[src/rtl/ifetch_queue.sv]
// Fetch unit + 8-deep instruction queue: one word read outstanding, pushed word visible the cycle after mem_done.
// Dispatch pops via inst_valid/inst_ready, issue stalls while full, rdy_in=0 freezes; IF_PREDICT_EN adds static JAL/backward-branch prediction.
module ifetch_queue #(
  parameter int          QUEUE_ADDR_W = 3,
  parameter logic [31:0] RESET_PC     = 32'h0
) (
  input  logic        clk_in,
  input  logic        rst_in,
  input  logic        rdy_in,
  output logic        mem_req,
  output logic [31:0] mem_addr,
  input  logic        mem_done,
  input  logic [31:0] mem_data,
  output logic        inst_valid,
  output logic [31:0] inst_out,
  output logic [31:0] inst_pc,
  output logic        inst_pred_taken,
  input  logic        inst_ready,
  input  logic        flush_in,
  input  logic [31:0] flush_pc
);
  localparam int DEPTH = 1 << QUEUE_ADDR_W;
  localparam logic [QUEUE_ADDR_W-1:0] PTR_ONE = QUEUE_ADDR_W'(1);
  localparam logic [QUEUE_ADDR_W:0]   CNT_ONE = (QUEUE_ADDR_W + 1)'(1);

  typedef enum logic [1:0] {IDLE, WAIT, DROP} state_t;
  typedef struct packed {
    logic [31:0] inst;
    logic [31:0] pc;
  } entry_t;

  entry_t                queue [DEPTH];
  logic [QUEUE_ADDR_W-1:0] head, tail;
  logic [QUEUE_ADDR_W:0]   count;
  logic [31:0]           pc, pc_nxt, next_pc, addr_nxt;
  state_t                state, state_nxt;
  logic                  req_nxt, push, pop, full, pred_taken;
  logic                  unused_flush_lsb;

  assign unused_flush_lsb = ^flush_pc[1:0];
  // count never exceeds DEPTH, so its MSB alone marks full.
  assign full = count[QUEUE_ADDR_W];
  assign pop  = inst_valid && inst_ready && !flush_in;

`ifdef IF_PREDICT_EN
  logic        pred_q [DEPTH];
  logic [31:0] j_imm, b_imm;

  assign j_imm = {{12{mem_data[31]}}, mem_data[19:12], mem_data[20], mem_data[30:21], 1'b0};
  assign b_imm = {{20{mem_data[31]}}, mem_data[7], mem_data[30:25], mem_data[11:8], 1'b0};

  always_comb begin
    pred_taken = 1'b0;
    next_pc    = pc + 32'd4;
    if (mem_data[6:0] == 7'b1101111) begin
      pred_taken = 1'b1;
      next_pc    = pc + j_imm;
    end else if (mem_data[6:0] == 7'b1100011 && mem_data[31]) begin
      pred_taken = 1'b1;
      next_pc    = pc + b_imm;
    end
  end

  always_ff @(posedge clk_in) begin
    if (!rst_in && rdy_in && push) pred_q[tail] <= pred_taken;
  end

  assign inst_pred_taken = inst_valid & pred_q[head];
`else
  assign pred_taken      = 1'b0;
  assign next_pc         = pc + 32'd4;
  assign inst_pred_taken = 1'b0;
`endif

  always_comb begin
    state_nxt = state;
    req_nxt   = mem_req;
    addr_nxt  = mem_addr;
    pc_nxt    = pc;
    push      = 1'b0;
    case (state)
      IDLE: begin
        if (!flush_in && !full) begin
          state_nxt = WAIT;
          req_nxt   = 1'b1;
          addr_nxt  = pc;
        end
      end
      WAIT: begin
        if (mem_done) begin
          state_nxt = IDLE;
          req_nxt   = 1'b0;
          if (!flush_in) begin
            push   = 1'b1;
            pc_nxt = next_pc;
          end
        end else if (flush_in) begin
          // Request already on the bus; its data must be swallowed when it returns.
          state_nxt = DROP;
        end
      end
      DROP: begin
        if (mem_done) begin
          state_nxt = IDLE;
          req_nxt   = 1'b0;
        end
      end
      default: state_nxt = IDLE;
    endcase
    if (flush_in) pc_nxt = {flush_pc[31:2], 2'b00};
  end

  always_ff @(posedge clk_in) begin
    if (rst_in) begin
      state    <= IDLE;
      pc       <= RESET_PC;
      mem_req  <= 1'b0;
      mem_addr <= 32'h0;
      head     <= '0;
      tail     <= '0;
      count    <= '0;
    end else if (rdy_in) begin
      state    <= state_nxt;
      pc       <= pc_nxt;
      mem_req  <= req_nxt;
      mem_addr <= addr_nxt;
      if (flush_in) begin
        head  <= '0;
        tail  <= '0;
        count <= '0;
      end else begin
        if (push) tail <= tail + PTR_ONE;
        if (pop)  head <= head + PTR_ONE;
        if (push && !pop)      count <= count + CNT_ONE;
        else if (pop && !push) count <= count - CNT_ONE;
      end
    end
  end

  always_ff @(posedge clk_in) begin
    if (!rst_in && rdy_in && push) queue[tail] <= {mem_data, pc};
  end

  assign inst_valid = |count;
  assign inst_out   = inst_valid ? queue[head].inst : 32'h0;
  assign inst_pc    = inst_valid ? queue[head].pc   : 32'h0;
endmodule

[config.mk]
export PLATFORM = sky130hd
export DESIGN_NAME = ifetch_queue
export DESIGN_NICKNAME = d
export VERILOG_FILES = /design/src/rtl/ifetch_queue.sv
export SDC_FILE = /design/constraint.sdc
export NUM_CORES = 1
export LEC_CHECK = 0
export BUFFER_PORTS_ARGS = -buffer_cell sky130_fd_sc_hd__clkbuf_2
export CORE_MARGIN = 5
export CORE_UTILIZATION = 60
export DETAILED_ROUTE_END_ITERATION = 7
export GPL_ROUTABILITY_DRIVEN = 1
export GPL_TIMING_DRIVEN = 0
export PLACE_DENSITY = 0.82
export SYNTH_ARGS = -nofsm -noshare
export SYNTH_HDL_FRONTEND = slang
export SYNTH_SLANG_ARGS = --single-unit
[constraint.sdc]
create_clock -name clk_in -period 8.5 [get_ports clk_in]
set_clock_uncertainty 0.05 [all_clocks]
set_input_delay 0.85 -clock clk_in [delete_from_list [all_inputs] [get_ports clk_in]]
set_output_delay 0.85 -clock clk_in [all_outputs]
set_load 0.02 [all_outputs]
==> impl_metrics.tcl, run 1 <==
set metrics [dict create \
    r2r-start "state[1]" \
    portBuffers 159 \
    place_area_um2 24900 \
    viasPerCell 6.29 \
    slew_headroom_pct 29.3 \
    internal_power_mw 4.42 \
    cts_tree "yes" \
    grt_max_degree 26 \
    track_usage_pct 26.3 \
    synth_seq_cells 572 \
    numCtsBuffers 55 \
    tns_ns 0 \
    path_class "reg2out" \
    end_kind "output port" \
    dp_cells 2026 \
    cp-endpoint "inst_pc[17]" \
    syn_to_final_growth_pct 16.3 \
    finalCoreUtilization_pct 70.6 \
    cp_slowest_cell "clkbuf_1" \
    yosysMostFrequentCell "edfxtp_1" \
    dpl.hpwl_mm 34.6 \
    drc 0 \
    chipWidth_um 205 \
    cts_sinks 572 \
    switching_share_pct 21.7 \
    async_reset_ff_share_pct 0 \
    ys_seq_area_share_pct 72.0 \
    yosys.cell_types.count 68 \
    vias 13400 \
    final_cells 2129 \
    critPathMostFrequentCell "clkbuf_1" \
    power_switching_mw 1.22 \
    fin_crit_sh_pct 53.9 \
    start_util_pct 60.7 \
    cp_max_fo 10 \
    grt_remaining_overflow 0 \
    drive_gt1_share_pct 27.4 \
    cts.clk_slew.worst_paths_ns 0.06 \
    yosys.area.top_type "edfxtp_1" \
    pwr-share-clk_pct 40.2 \
    ys.warnings.count 0 \
    tightestPinTransition_ns 1.06 \
    arrival_ns 3.68 \
    synth_common_cells "edfxtp_1 (496), mux4_2 (124), nor2_1 (101)" \
    p_per_area_nw_per_um2 213 \
    timing.rr.end "queue[0][32]" \
    die_h_um 205 \
    pre_cts_ws_ns 4.53 \
    final_area_um2 26500 \
    antenna_found_initial 0 \
    hold_ws_ns 0.410 \
    netlist_area_um2 22800 \
    slew_viol_final 0 \
    synth_area_leaders "edfxtp_1 (65%), mux4_2 (12%), dfxtp_1 (6.7%)" \
    htreeDepth 2 \
    cts_buffer_depth 3 \
    pwr-share-comb_pct 4.8 \
    clk_latency_ns 0.58 \
    r2r_slack_ns 4.95 \
    critPathMaxStageDelay_ns 0.69 \
    min_path_type "reg2reg" \
    gp_congestion 0.920 \
    cts.repair.resized 0 \
    post-route-min-period_ns 4.58 \
    dr.first_iter.drc_count 1443 \
    synth-main-ff-cell "edfxtp_1" \
    start_kind "register" \
    die_area_um2 42000 \
    synth.avg_cell_area_um2 17.3 \
    avgRoutedWirePerCell_um 25.6 \
    ctsHoldBuffers 0 \
    p_leak_nw 8.66 \
    num_rows 71 \
    max_freq_mhz 218 \
    ant_nets 0 \
    outcome "finished clean" \
    min_from "mem_addr[11]" \
    crit_path_cell_trace "clkbuf_1 > clkbuf_1 > clkbuf_1 > mux4_2 > mux2i_1 > nor2_1 > clkbuf_2" \
    drv_cap 0 \
    cts-root-buf "clkbuf_16" \
    n_fill_cell 2357 \
    cp.required_ns 7.60 \
    synthCells 1321 \
    totalPowerFinal_mw 5.64 \
    drt_wl_total_mm 54.5 \
    final_hold_viol_count 0 \
    rsz0062_at_grt "false" \
    grt_pass1_wl_mm 83.4 \
    diodes 0 \
    layout_setup_ws_ns 3.92 \
    synth_top_area_share_pct 65.3 \
    drt_pass1_iterations 6 \
    worstRegToRegCells 10 \
    cts_setup_buffers 0 \
    setup_viol 0 \
    p_seq_share_pct 55.0 \
    core_area_um2 37600 \
    io-pin-count 169 \
    layout.nets 1652 \
    grt_pass1_vias 13800 \
    vdd_drop_max_mv 0.143 \
    synth_edf_count 496 \
]
layer usage:
layer / vias up / GRT usage, % / wire, um
li1: 5731 / - / -
met1: 6764 / 36.5 / 20900
met2: 790 / 44.1 / 27300
met3: 99 / 4.83 / 4840
met4: 0 / 6.94 / 1400
met5: - / 0 / 0
layout make-up:
class	instances	area [um2]	area share [%]
Buffer	85	403	1.52
Multi-Input combinational cell	658	6040	22.8
Inverter	10	37.5	0.141
Clock buffer	75	1500	5.65
Tap cell	511	639	2.41
Sequential cell	572	16400	61.9
Clock inverter	28	169	0.637
Timing Repair Buffer	190	1330	5.03
power groups by stage:
stage / sequential, mW / clock, mW / combinational, mW
finish: 3.10 / 2.27 / 0.272
global route: 3.11 / 2.42 / 0.292
floorplan: 3.15 / 0 / 0.155
global placement: 3.16 / 0 / 0.260
detailed placement: 3.16 / 0 / 0.268
CTS: 3.10 / 2.29 / 0.270
logic make-up (layout without fill, tap and decap cells):
kind of cell	count (synthesis)	count (layout)	synth area share, %
buf+inv	95	388	1.93
fa+ha+maj	10	10	0.581
flops	572	572	72.0
mux	193	193	15.3
simple gates	295	295	6.08
other cells	1	5	0.0164
compound gates	152	152	4.05
xor+xnor	3	3	0.115
registers in the layout, summed over array words and instances (netlist names), named ones only:
name      cells
queue       496
mem_addr     30
pc           30
count         4
head          3
tail          3
state         2
mem_req       1
worst min path at each step:
stage / endpoint / cells after the start / slack, ns
after floorplan: register / 2 / 0.41
after global placement: mem_addr[2] / 2 / 0.40
after detailed placement: mem_addr[28] / 2 / 0.40
after CTS: mem_addr[26] / 2 / 0.41
after global routing: mem_addr[26] / 2 / 0.43
final: mem_addr[11] / 2 / 0.41
cells in the final DEF, fill, tap and decap left out, types with 8 or more instances in the layout:
cell type	n
nor3_1	12
clkbuf_2	165
and3_1	11
buf_6	14
buf_4	9
edfxtp_1	496
dfxtp_1	76
a31oi_1	9
clkbuf_1	65
buf_16	8
clkinv_1	12
mux2i_1	69
nand3_1	23
nor2_1	95
nand2_1	96
buf_2	16
mux4_2	124
inv_1	10
clkinv_2	9
buf_12	8
o21ai_0	26
clkbuf_16	56
a21oi_1	68
ha_1	9
nand4_1	13
critical path: cells and delay by family (launching register included):
family | cells | cell delay [ns]
flops | 1 | 0.32
simple gates | 1 | 0.33
mux | 2 | 0.46
buf+inv | 4 | 1.98
Power figures use the tool's default switching activity.
==> run 2: changes to the inputs <==
==> constraint.sdc (replaced) <==
create_clock -name clk_in -period 4.5 [get_ports clk_in]
set_clock_uncertainty 0.05 [all_clocks]
set_input_delay 0.45 -clock clk_in [delete_from_list [all_inputs] [get_ports clk_in]]
set_output_delay 0.45 -clock clk_in [all_outputs]
set_load 0.02 [all_outputs]
==> run 2 against run 1 <==
Clock power grew 94%. Total power grew 91%. Combinational power grew 89%. Final area is essentially flat. Sequential power grew 89%. Critical path depth is the same. Sequential share of layout area is essentially flat. Die area is the same. Setup slack lost 3.5 ns. Global-route usage shrank 0.60 points. First-iteration DRC count shrank 6.3%. Largest cell class unchanged.
==> impl_metrics.tcl, run 2 (same netlist as run 1, synthesis figures left out) <==
set metrics [dict create \
    gp_congestion 0.931 \
    viasPerCell 6.20 \
    grt_remaining_overflow 0 \
    post-route-min-period_ns 4.07 \
    path_class "reg2out" \
    largest_reg_flops 496 \
    finalCoreUtilization_pct 70.7 \
    drt_pass1_iterations 5 \
    diodes 0 \
    n_fill_cell 2350 \
    chipWidth_um 205 \
    syn_to_final_growth_pct 16.4 \
    slew_viol_final 0 \
    drc 0 \
    slew_headroom_pct 34.1 \
    cts_setup_buffers 0 \
    p_seq_share_pct 54.4 \
    max_freq_mhz 246 \
    portBuffers 159 \
    num_rows 71 \
    cp.required_ns 4.00 \
    die_area_um2 42000 \
    cts.repair.resized 0 \
    vias 13100 \
    end_kind "output port" \
    r2r-start "state[0]" \
    layout_setup_ws_ns 0.432 \
    cts_buffer_depth 3 \
    r2r_slack_ns 1.23 \
    vdd_drop_max_mv 0.270 \
    outcome "finished clean" \
    pwr-share-clk_pct 40.9 \
    power_switching_mw 2.29 \
    internal_power_mw 8.50 \
    cts.clk_slew.worst_paths_ns 0.06 \
    worstHoldEndpoint "queue[0][58]" \
    drv_cap 0 \
    rsz0062_at_grt "false" \
    switching_share_pct 21.2 \
    htreeDepth 2 \
    avgRoutedWirePerCell_um 25.1 \
    setup_viol 0 \
    min_from "mem_data[26]" \
    timing.rr.end "queue[6][34]" \
    p_leak_nw 8.64 \
    grt_max_degree 27 \
    antenna_found_initial 1 \
    core_area_um2 37600 \
    cts-root-buf "clkbuf_16" \
    p_per_area_nw_per_um2 406 \
    numCtsBuffers 54 \
    regMostFlops "queue" \
    ant_nets 0 \
    arrival_ns 3.57 \
    fin_crit_sh_pct 90.4 \
    final_cell_mix "edfxtp_1 (496), clkbuf_2 (160), mux4_2 (124)" \
    start_util_pct 60.7 \
    die_h_um 205 \
    reg.largest.list "queue x496, mem_addr x30, pc x30" \
    drive_gt1_share_pct 27.0 \
    cts_sinks 572 \
    pre_cts_ws_ns 1.08 \
    tightestPinTransition_ns 0.985 \
    ctsHoldBuffers 0 \
    grt_pass1_wl_mm 81.5 \
    track_usage_pct 25.7 \
    start_kind "register" \
    dr.first_iter.drc_count 1352 \
    worstHoldPathCells 1 \
    cts_tree "yes" \
    dpl.hpwl_mm 34.1 \
    cp_max_fo 10 \
    clk_latency_ns 0.58 \
    final_hold_viol_count 0 \
    io-pin-count 169 \
    layout.nets 1643 \
    worstRegToRegCells 8 \
    drt_wl_total_mm 53.2 \
    min_path_type "in2reg" \
    grt_pass1_vias 13600 \
    mostFrequentLayoutCell "edfxtp_1" \
    pwr-share-comb_pct 4.8 \
]
## run 2: stage by stage
step | std cells | setup TNS (ns) | power [mW] | hold slack (ns) | instance area, um2
floorplan | 1325 | 0 | 6.24 | 0.414 | 22800
global placement | 1995 | -1209.38 | 6.46 | 0.397 | 24300
detailed placement | 2018 | 0 | 6.48 | 0.400 | 24800
CTS | 2118 | 0 | 10.8 | 0.0669 | 26600
global route | 2118 | 0 | 11.1 | 0.0830 | 26600
finish | 2118 | 0 | 10.8 | 0.108 | 26600
## run 2: critical path, stage by stage, from the launching register on
cell	delay [ns]
dfxtp_1	0.31
clkbuf_1	0.43
clkbuf_1	0.60
clkbuf_1	0.66
mux4_2	0.34
mux2i_1	0.07
nor2_1	0.33
clkbuf_2	0.25
## run 2: layout make-up
class	instances	area [um2]	share of cell area [%]
buffer	85	403	1.52
clock buffer	68	1440	5.40
clock inverter	32	282	1.06
inverter	10	37.5	0.141
multi-input combinational	658	6050	22.8
sequential	572	16400	61.8
tap	511	639	2.41
timing repair buffer	182	1290	4.86
## run 2: layer usage
layer  vias up  track usage (%)  wire, um
met2       726             42.6     26400
met5         -                0        13
li1       5713                -         -
met4         2             7.11      1390
met1      6602             36.2     20500
met3        98             4.50      4890
## run 2: worst max-delay path by stage
stage	startpoint	end	slack, ns	cells after the start
2_1_floorplan	state[1]	queue[2][10]	0.02	7
3_3_place_gp	rdy_in	queue[4][41]	-2.68	5
6_report	register	inst_pc[17]	0.43	7
3_5_place_dp	register	inst_pc[7]	1.08	7
5_1_grt	register	inst_pc[14]	0.32	7
4_1_cts	register	inst_pc[14]	0.42	7
## run 2: power groups by stage
stage / clock, mW / combinational, mW / sequential, mW
2_1_floorplan: 0 / 0.293 / 5.95
3_3_place_gp: 0 / 0.492 / 5.97
3_5_place_dp: 0 / 0.508 / 5.97
4_1_cts: 4.47 / 0.512 / 5.86
5_1_grt: 4.72 / 0.553 / 5.86
6_report: 4.41 / 0.514 / 5.86
